--- config.mk ---
export PLATFORM = sky130hd
export DESIGN_NAME = io_port_bridge
export DESIGN_NICKNAME = d
export VERILOG_FILES = /design/src/rtl/io_port_bridge_pkg.sv /design/src/rtl/io_port_bridge_fifo.sv /design/src/rtl/io_port_bridge.sv
export SDC_FILE = /design/constraint.sdc
export NUM_CORES = 1
export LEC_CHECK = 0
export ABC_AREA = 0
export BUFFER_PORTS_ARGS = -buffer_cell sky130_fd_sc_hd__buf_4
export CAP_MARGIN = 10
export CORE_UTILIZATION = 57
export DETAILED_ROUTE_END_ITERATION = 10
export HOLD_SLACK_MARGIN = 0.06
export PLACE_DENSITY = 0.89
export SYNTH_ARGS = -nofsm -noshare
export SYNTH_HDL_FRONTEND = slang
export SYNTH_HIERARCHICAL = 1
export SYNTH_SLANG_ARGS = --single-unit
--- constraint.sdc ---
create_clock -name clk -period 6.8 [get_ports clk]
set_clock_uncertainty 0.05 [all_clocks]
set_input_delay 0.34 -clock clk [delete_from_list [all_inputs] [get_ports clk]]
set_output_delay 0.34 -clock clk [all_outputs]
set_load 0.02 [all_outputs]
--- src/rtl/io_port_bridge_pkg.sv ---
// Shared constants and types for the datapath I/O port bridge.
// The datapath imports the same byte width so both sides stay consistent.
package io_port_bridge_pkg;

  localparam int IO_DATA_W    = 8;
  localparam int IO_OUT_DEPTH = 4;
  localparam int IO_IN_DEPTH  = 4;

  typedef struct packed {
    logic out_overflow;
    logic in_underflow;
  } err_flags_t;

  // A new error event in the same cycle as a clear keeps the flag set.
  function automatic logic sticky_next(input logic flag, input logic clr, input logic evt);
    return (flag & ~clr) | evt;
  endfunction

endpackage

--- src/rtl/io_port_bridge_fifo.sv ---
// Synchronous show-ahead FIFO used for both bridge directions, plus its
// invariant checker (simulation-only assertions, no logic).
module bridge_fifo #(
  parameter int W     = 8,
  parameter int DEPTH = 4
) (
  input  logic                     clk,
  input  logic                     rst_n,
  input  logic                     push,
  input  logic                     pop,
  input  logic [W-1:0]             din,
  output logic [W-1:0]             head,
  output logic                     full,
  output logic                     empty,
  output logic [$clog2(DEPTH):0]   count
);

  localparam int AW = $clog2(DEPTH);
  localparam logic [AW-1:0] PTR_ONE  = AW'(1);
  localparam logic [AW:0]   CNT_ONE  = (AW+1)'(1);
  localparam logic [AW:0]   CNT_FULL = (AW+1)'(DEPTH);

  logic [W-1:0]  mem [DEPTH];
  logic [AW-1:0] wr_ptr;
  logic [AW-1:0] rd_ptr;
  logic [AW:0]   cnt;

  // Storage, pointers and occupancy; pointers wrap naturally at DEPTH.
  always_ff @(posedge clk or negedge rst_n) begin
    if (!rst_n) begin
      for (int i = 0; i < DEPTH; i++) begin
        mem[i] <= '0;
      end
      wr_ptr <= '0;
      rd_ptr <= '0;
      cnt    <= '0;
    end else begin
      if (push) begin
        mem[wr_ptr] <= din;
        wr_ptr      <= wr_ptr + PTR_ONE;
      end
      if (pop) begin
        rd_ptr <= rd_ptr + PTR_ONE;
      end
      case ({push, pop})
        2'b10:   cnt <= cnt + CNT_ONE;
        2'b01:   cnt <= cnt - CNT_ONE;
        default: cnt <= cnt;
      endcase
    end
  end

  assign head  = mem[rd_ptr];
  assign count = cnt;
  assign full  = (cnt == CNT_FULL);
  assign empty = (cnt == '0);

endmodule

module bridge_fifo_chk #(
  parameter int DEPTH = 4
) (
  input logic                   clk,
  input logic                   rst_n,
  input logic                   push,
  input logic                   pop,
  input logic                   full,
  input logic                   empty,
  input logic [$clog2(DEPTH):0] count
);

  localparam logic [$clog2(DEPTH):0] CNT_MAX = ($clog2(DEPTH)+1)'(DEPTH);

  a_count_range: assert property (@(posedge clk) disable iff (!rst_n) count <= CNT_MAX);
  a_no_overrun:  assert property (@(posedge clk) disable iff (!rst_n) !(push && full && !pop));
  a_no_underrun: assert property (@(posedge clk) disable iff (!rst_n) !(pop && empty));
  a_full_flag:   assert property (@(posedge clk) disable iff (!rst_n) full == (count == CNT_MAX));
  a_empty_flag:  assert property (@(posedge clk) disable iff (!rst_n) empty == (count == '0));

endmodule

--- src/rtl/io_port_bridge.sv ---
// Buffers the datapath's 8-bit IN/OUT ports against external valid/ready links,
// with sticky overflow/underflow flags for strobes the FIFOs could not honour.
module io_port_bridge
  import io_port_bridge_pkg::*;
#(
  parameter int DATA_W    = IO_DATA_W,
  parameter int OUT_DEPTH = IO_OUT_DEPTH,
  parameter int IN_DEPTH  = IO_IN_DEPTH
) (
  input  logic              clk,
  input  logic              rst_n,
  input  logic              write_strobe,
  input  logic [DATA_W-1:0] output_port,
  input  logic              read_strobe,
  output logic [DATA_W-1:0] input_port,
  output logic [DATA_W-1:0] tx_data,
  output logic              tx_valid,
  input  logic              tx_ready,
  input  logic [DATA_W-1:0] rx_data,
  input  logic              rx_valid,
  output logic              rx_ready,
  input  logic              clear_flags,
  output logic              out_overflow,
  output logic              in_underflow
);

  logic                         out_push;
  logic                         out_pop;
  logic                         out_full;
  logic                         out_empty;
  logic [$clog2(OUT_DEPTH):0]   out_count;
  logic                         in_push;
  logic                         in_pop;
  logic                         in_full;
  logic                         in_empty;
  logic [$clog2(IN_DEPTH):0]    in_count;
  logic [DATA_W-1:0]            in_head;
  logic                         ovf_evt;
  logic                         unf_evt;
  err_flags_t                   flags;

  // A same-cycle drain frees the slot, so a write to a full FIFO is still taken.
  assign out_pop  = ~out_empty & tx_ready;
  assign out_push = write_strobe & (~out_full | out_pop);
  assign ovf_evt  = write_strobe & out_full & ~out_pop;

  assign in_push  = rx_valid & ~in_full;
  assign in_pop   = read_strobe & ~in_empty;
  assign unf_evt  = read_strobe & in_empty;

  bridge_fifo #(.W(DATA_W), .DEPTH(OUT_DEPTH)) u_out_fifo (
    .clk   (clk),
    .rst_n (rst_n),
    .push  (out_push),
    .pop   (out_pop),
    .din   (output_port),
    .head  (tx_data),
    .full  (out_full),
    .empty (out_empty),
    .count (out_count)
  );

  bridge_fifo #(.W(DATA_W), .DEPTH(IN_DEPTH)) u_in_fifo (
    .clk   (clk),
    .rst_n (rst_n),
    .push  (in_push),
    .pop   (in_pop),
    .din   (rx_data),
    .head  (in_head),
    .full  (in_full),
    .empty (in_empty),
    .count (in_count)
  );

  bridge_fifo_chk #(.DEPTH(OUT_DEPTH)) u_out_chk (
    .clk   (clk),
    .rst_n (rst_n),
    .push  (out_push),
    .pop   (out_pop),
    .full  (out_full),
    .empty (out_empty),
    .count (out_count)
  );

  bridge_fifo_chk #(.DEPTH(IN_DEPTH)) u_in_chk (
    .clk   (clk),
    .rst_n (rst_n),
    .push  (in_push),
    .pop   (in_pop),
    .full  (in_full),
    .empty (in_empty),
    .count (in_count)
  );

  assign tx_valid   = ~out_empty;
  assign rx_ready   = ~in_full;
  assign input_port = in_empty ? '0 : in_head;

  // Sticky error flags.
  always_ff @(posedge clk or negedge rst_n) begin
    if (!rst_n) begin
      flags <= '0;
    end else begin
      flags.out_overflow <= sticky_next(flags.out_overflow, clear_flags, ovf_evt);
      flags.in_underflow <= sticky_next(flags.in_underflow, clear_flags, unf_evt);
    end
  end

  assign out_overflow = flags.out_overflow;
  assign in_underflow = flags.in_underflow;

endmodule

==> flow_metrics.tcl <==
set metrics [dict create \
    initial_utilization_pct 58.8 \
    slew_headroom_pct 35.0 \
    slew_violations 0 \
    grt_usage_pct 20.8 \
    grt_antenna_before_repair 0 \
    ioPinCount 43 \
    maxCapViolations 0 \
    hp-class "input pin to async pin" \
    utilization_pct 67.7 \
    seq_power_share_pct 39.4 \
    drc_errors 0 \
    cp_common_cell "xor2_1" \
    gr-total-overflow 0 \
    required_ns 6.99 \
    synth_cell_type_count 23 \
    path_cells "nor3_1 > and2b_2 > ha_1 > inv_1 > fa_1 > xor2_1 > nor2_1 > xor2_1" \
    period_minus_slack_ns 2.52 \
    hold_violations 0 \
    vias 2034 \
    finalSetupViolCount 0 \
    vdd_drop_max_mv 0.320 \
    cp_slowest_cell "nor3_1" \
    tightestPinTransition_ns 0.967 \
    syn_inst 245 \
    h-tree-depth 3 \
    p_comb_share_pct 45.4 \
    dr.first_iter.drc_count 62 \
    power.leakage_nw 1.94 \
    gp_congestion 0.703 \
    synth_warnings 6 \
    clock-sinks 80 \
    vias_per_cell 5.44 \
    cts_resized 0 \
    clockPowerShare_pct 15.2 \
    synthTopCellsByArea "dfrtp_1 (54%), mux2_2 (19%), mux4_2 (9.7%), ha_1 (3.4%), and2b_2 (2.1%)" \
    cts_made_buffers 9 \
    diodes 0 \
    grt_max_degree 81 \
    netlist_area_sq_um 3710 \
    cts_tree "built" \
    cts_hold_buffers 0 \
    area_growth_pct 15.1 \
    coreArea_sq_um 6310 \
    ys_seq_area_share_pct 54.0 \
    grt_first_pass_wirelength_mm 9.97 \
    nets 327 \
    port_buffers 42 \
    clockRootBuffer "clkbuf_8" \
    syn-num-nets 280 \
    clockBufferDepth 2 \
    fin_setup_tns_ns 0 \
    fmax_mhz 396 \
    num-fill-cells 473 \
    slowest_delay_ns 0.79 \
    die_x_um 82.7 \
    endpoint_kind "flip-flop" \
    rsz0062_at_grt "no" \
    final_cell_mix "dfrtp_1 (80), mux2_2 (64), buf_4 (42), inv_1 (17), mux4_2 (16)" \
    synth_seq_cells 80 \
    routed_wl_mm 6.28 \
    drive_above_1_share_pct 52.2 \
    path_class "flip-flop to flip-flop" \
    antenna_left 0 \
    swShare_pct 34.3 \
    status "complete, no violations" \
    num_rows 29 \
    yosysTopAreaCell "dfrtp_1" \
    die_h_um 82.7 \
    crit_arrival_ns 2.71 \
    dieArea_sq_um 6840 \
    post_synth.cell_area_avg_sq_um 15.1 \
    final_common_cell "dfrtp_1" \
    clkLatencyLatePin_ns 0.35 \
    reg2reg_depth 8 \
    powerDensity_nw_per_um2 533 \
    p_int_mw 1.50 \
    dp_hpwl_mm 4.25 \
    cts_setup_buffers 0 \
    grt_pass1_vias 2149 \
    firstDrtPassIters 4 \
    path_clk_slew_ns 0.08 \
    startpoint_type "flip-flop" \
    synth_top_area_share_pct 54.0 \
    wl_per_cell_um 16.8 \
    crit_fanout 10 \
    period_share_pct 37.1 \
    switchingPower_mw 0.780 \
]
## metal layers
layer | share of wire, % | vias to the layer above | global-route usage [%] | wire, um
li1 | - | 949 | - | -
met1 | 41 | 1033 | 24.9 | 2600
met2 | 53 | 38 | 35.7 | 3330
met3 | 3.5 | 14 | 4.40 | 219
met4 | 2.1 | 0 | 10.3 | 133
met5 | 0 | - | 0 | 0
## critical path: cells and delay by family, from the launching register on
kind / cells / cell delay (ns)
xor+xnor: 2 / 0.29
simple gates: 3 / 1.19
flops: 1 / 0.42
buf+inv: 1 / 0.08
fa+ha+maj: 2 / 0.39
## synth_stat cells
| master | number |
|---|---|
| buf_2 | 2 |
| o22ai_1 | 1 |
| nand2_2 | 8 |
| o21a_1 | 1 |
| nor2b_2 | 1 |
| buf_6 | 2 |
| inv_1 | 17 |
| ha_1 | 10 |
| nor2_1 | 2 |
| buf_4 | 2 |
| nand2_1 | 6 |
| xnor2_1 | 4 |
| o21ai_0 | 3 |
| nor3_1 | 2 |
| fa_1 | 2 |
| and3_1 | 2 |
| nor2b_1 | 1 |
| mux4_2 | 16 |
| mux2_2 | 64 |
| and2b_2 | 9 |
| mux2i_1 | 2 |
| dfrtp_1 | 80 |
| xor2_1 | 8 |
## metrics by stage
stage | total power, mW | instance area, sq um | std cells | hold slack, ns | setup slack (ns)
6_report | 2.28 | 4270 | 374 | 0.0832 | 4.28
4_1_cts | 2.30 | 4270 | 374 | 0.103 | 4.28
5_1_grt | 2.43 | 4270 | 374 | 0.122 | 4.12
2_1_floorplan | 1.64 | 3710 | 245 | -0.00559 | 4.60
3_5_place_dp | 1.95 | 4070 | 358 | 0.430 | 4.26
3_3_place_gp | 1.90 | 4070 | 358 | 0.423 | 4.41
## cells by family (layout without fill, tap and decap cells)
| group | Yosys count | count (layout) | synth area share (%) |
|---|---|---|---|
| flip-flops | 80 | 80 | 54.0 |
| multiplexers | 82 | 82 | 29.7 |
| AO/OA/AOI/OAI | 5 | 5 | 0.776 |
| adder cells (fa/ha/maj) | 12 | 12 | 4.45 |
| buffers and inverters | 23 | 75 | 3.00 |
| XOR/XNOR | 12 | 12 | 2.83 |
| AND/OR/NAND/NOR | 31 | 31 | 5.30 |
## area by class of cell
class	instances	area [sq um]	share of cell area, %
inverter	17	63.8	1.49
clock buffer	11	141	3.31
sequential	80	2000	46.9
timing repair buffer	42	315	7.38
multi-input combinational	142	1600	37.4
tap	77	96.3	2.26
clock inverter	5	56.3	1.32
## final timing paths
kind / slack, ns / from / to
min: 0.08 / rst_n / u_in_fifo/count[2]$_DFFE_PN0P_
max reg2reg: 4.28 / u_in_fifo/count[0]$_DFFE_PN0P_ / u_in_fifo/count[2]$_DFFE_PN0P_
min in group clk: 0.12 / clear_flags / out_overflow$_DFF_PN0_
max in group asynchronous: 5.98 / rst_n / u_out_fifo/mem[31]$_DFFE_PN0P_
max: 4.28 / u_in_fifo/count[0]$_DFFE_PN0P_ / u_in_fifo/count[2]$_DFFE_PN0P_
min reg2reg: 0.45 / u_in_fifo/count[2]$_DFFE_PN0P_ / u_in_fifo/count[2]$_DFFE_PN0P_
## power groups by stage
stage | Sequential [mW] | Combinational, mW | Clock [mW]
finish | 0.897 | 1.03 | 0.347
global placement | 0.890 | 1.01 | 0
global route | 0.932 | 1.12 | 0.376
detailed placement | 0.908 | 1.04 | 0
floorplan | 0.816 | 0.821 | 0
CTS | 0.899 | 1.04 | 0.359
## sequential cells by signal (all words and copies together) (netlist names)
| name | cells |
|---|---|
| u_in_fifo/mem | 32 |
| u_out_fifo/mem | 32 |
| u_in_fifo/count | 3 |
| u_out_fifo/count | 3 |
| u_in_fifo/rd_ptr | 2 |
| u_in_fifo/wr_ptr | 2 |
| u_out_fifo/rd_ptr | 2 |
| u_out_fifo/wr_ptr | 2 |
| in_underflow | 1 |
| out_overflow | 1 |
No activity file was read; power rests on OpenSTA's default activity.
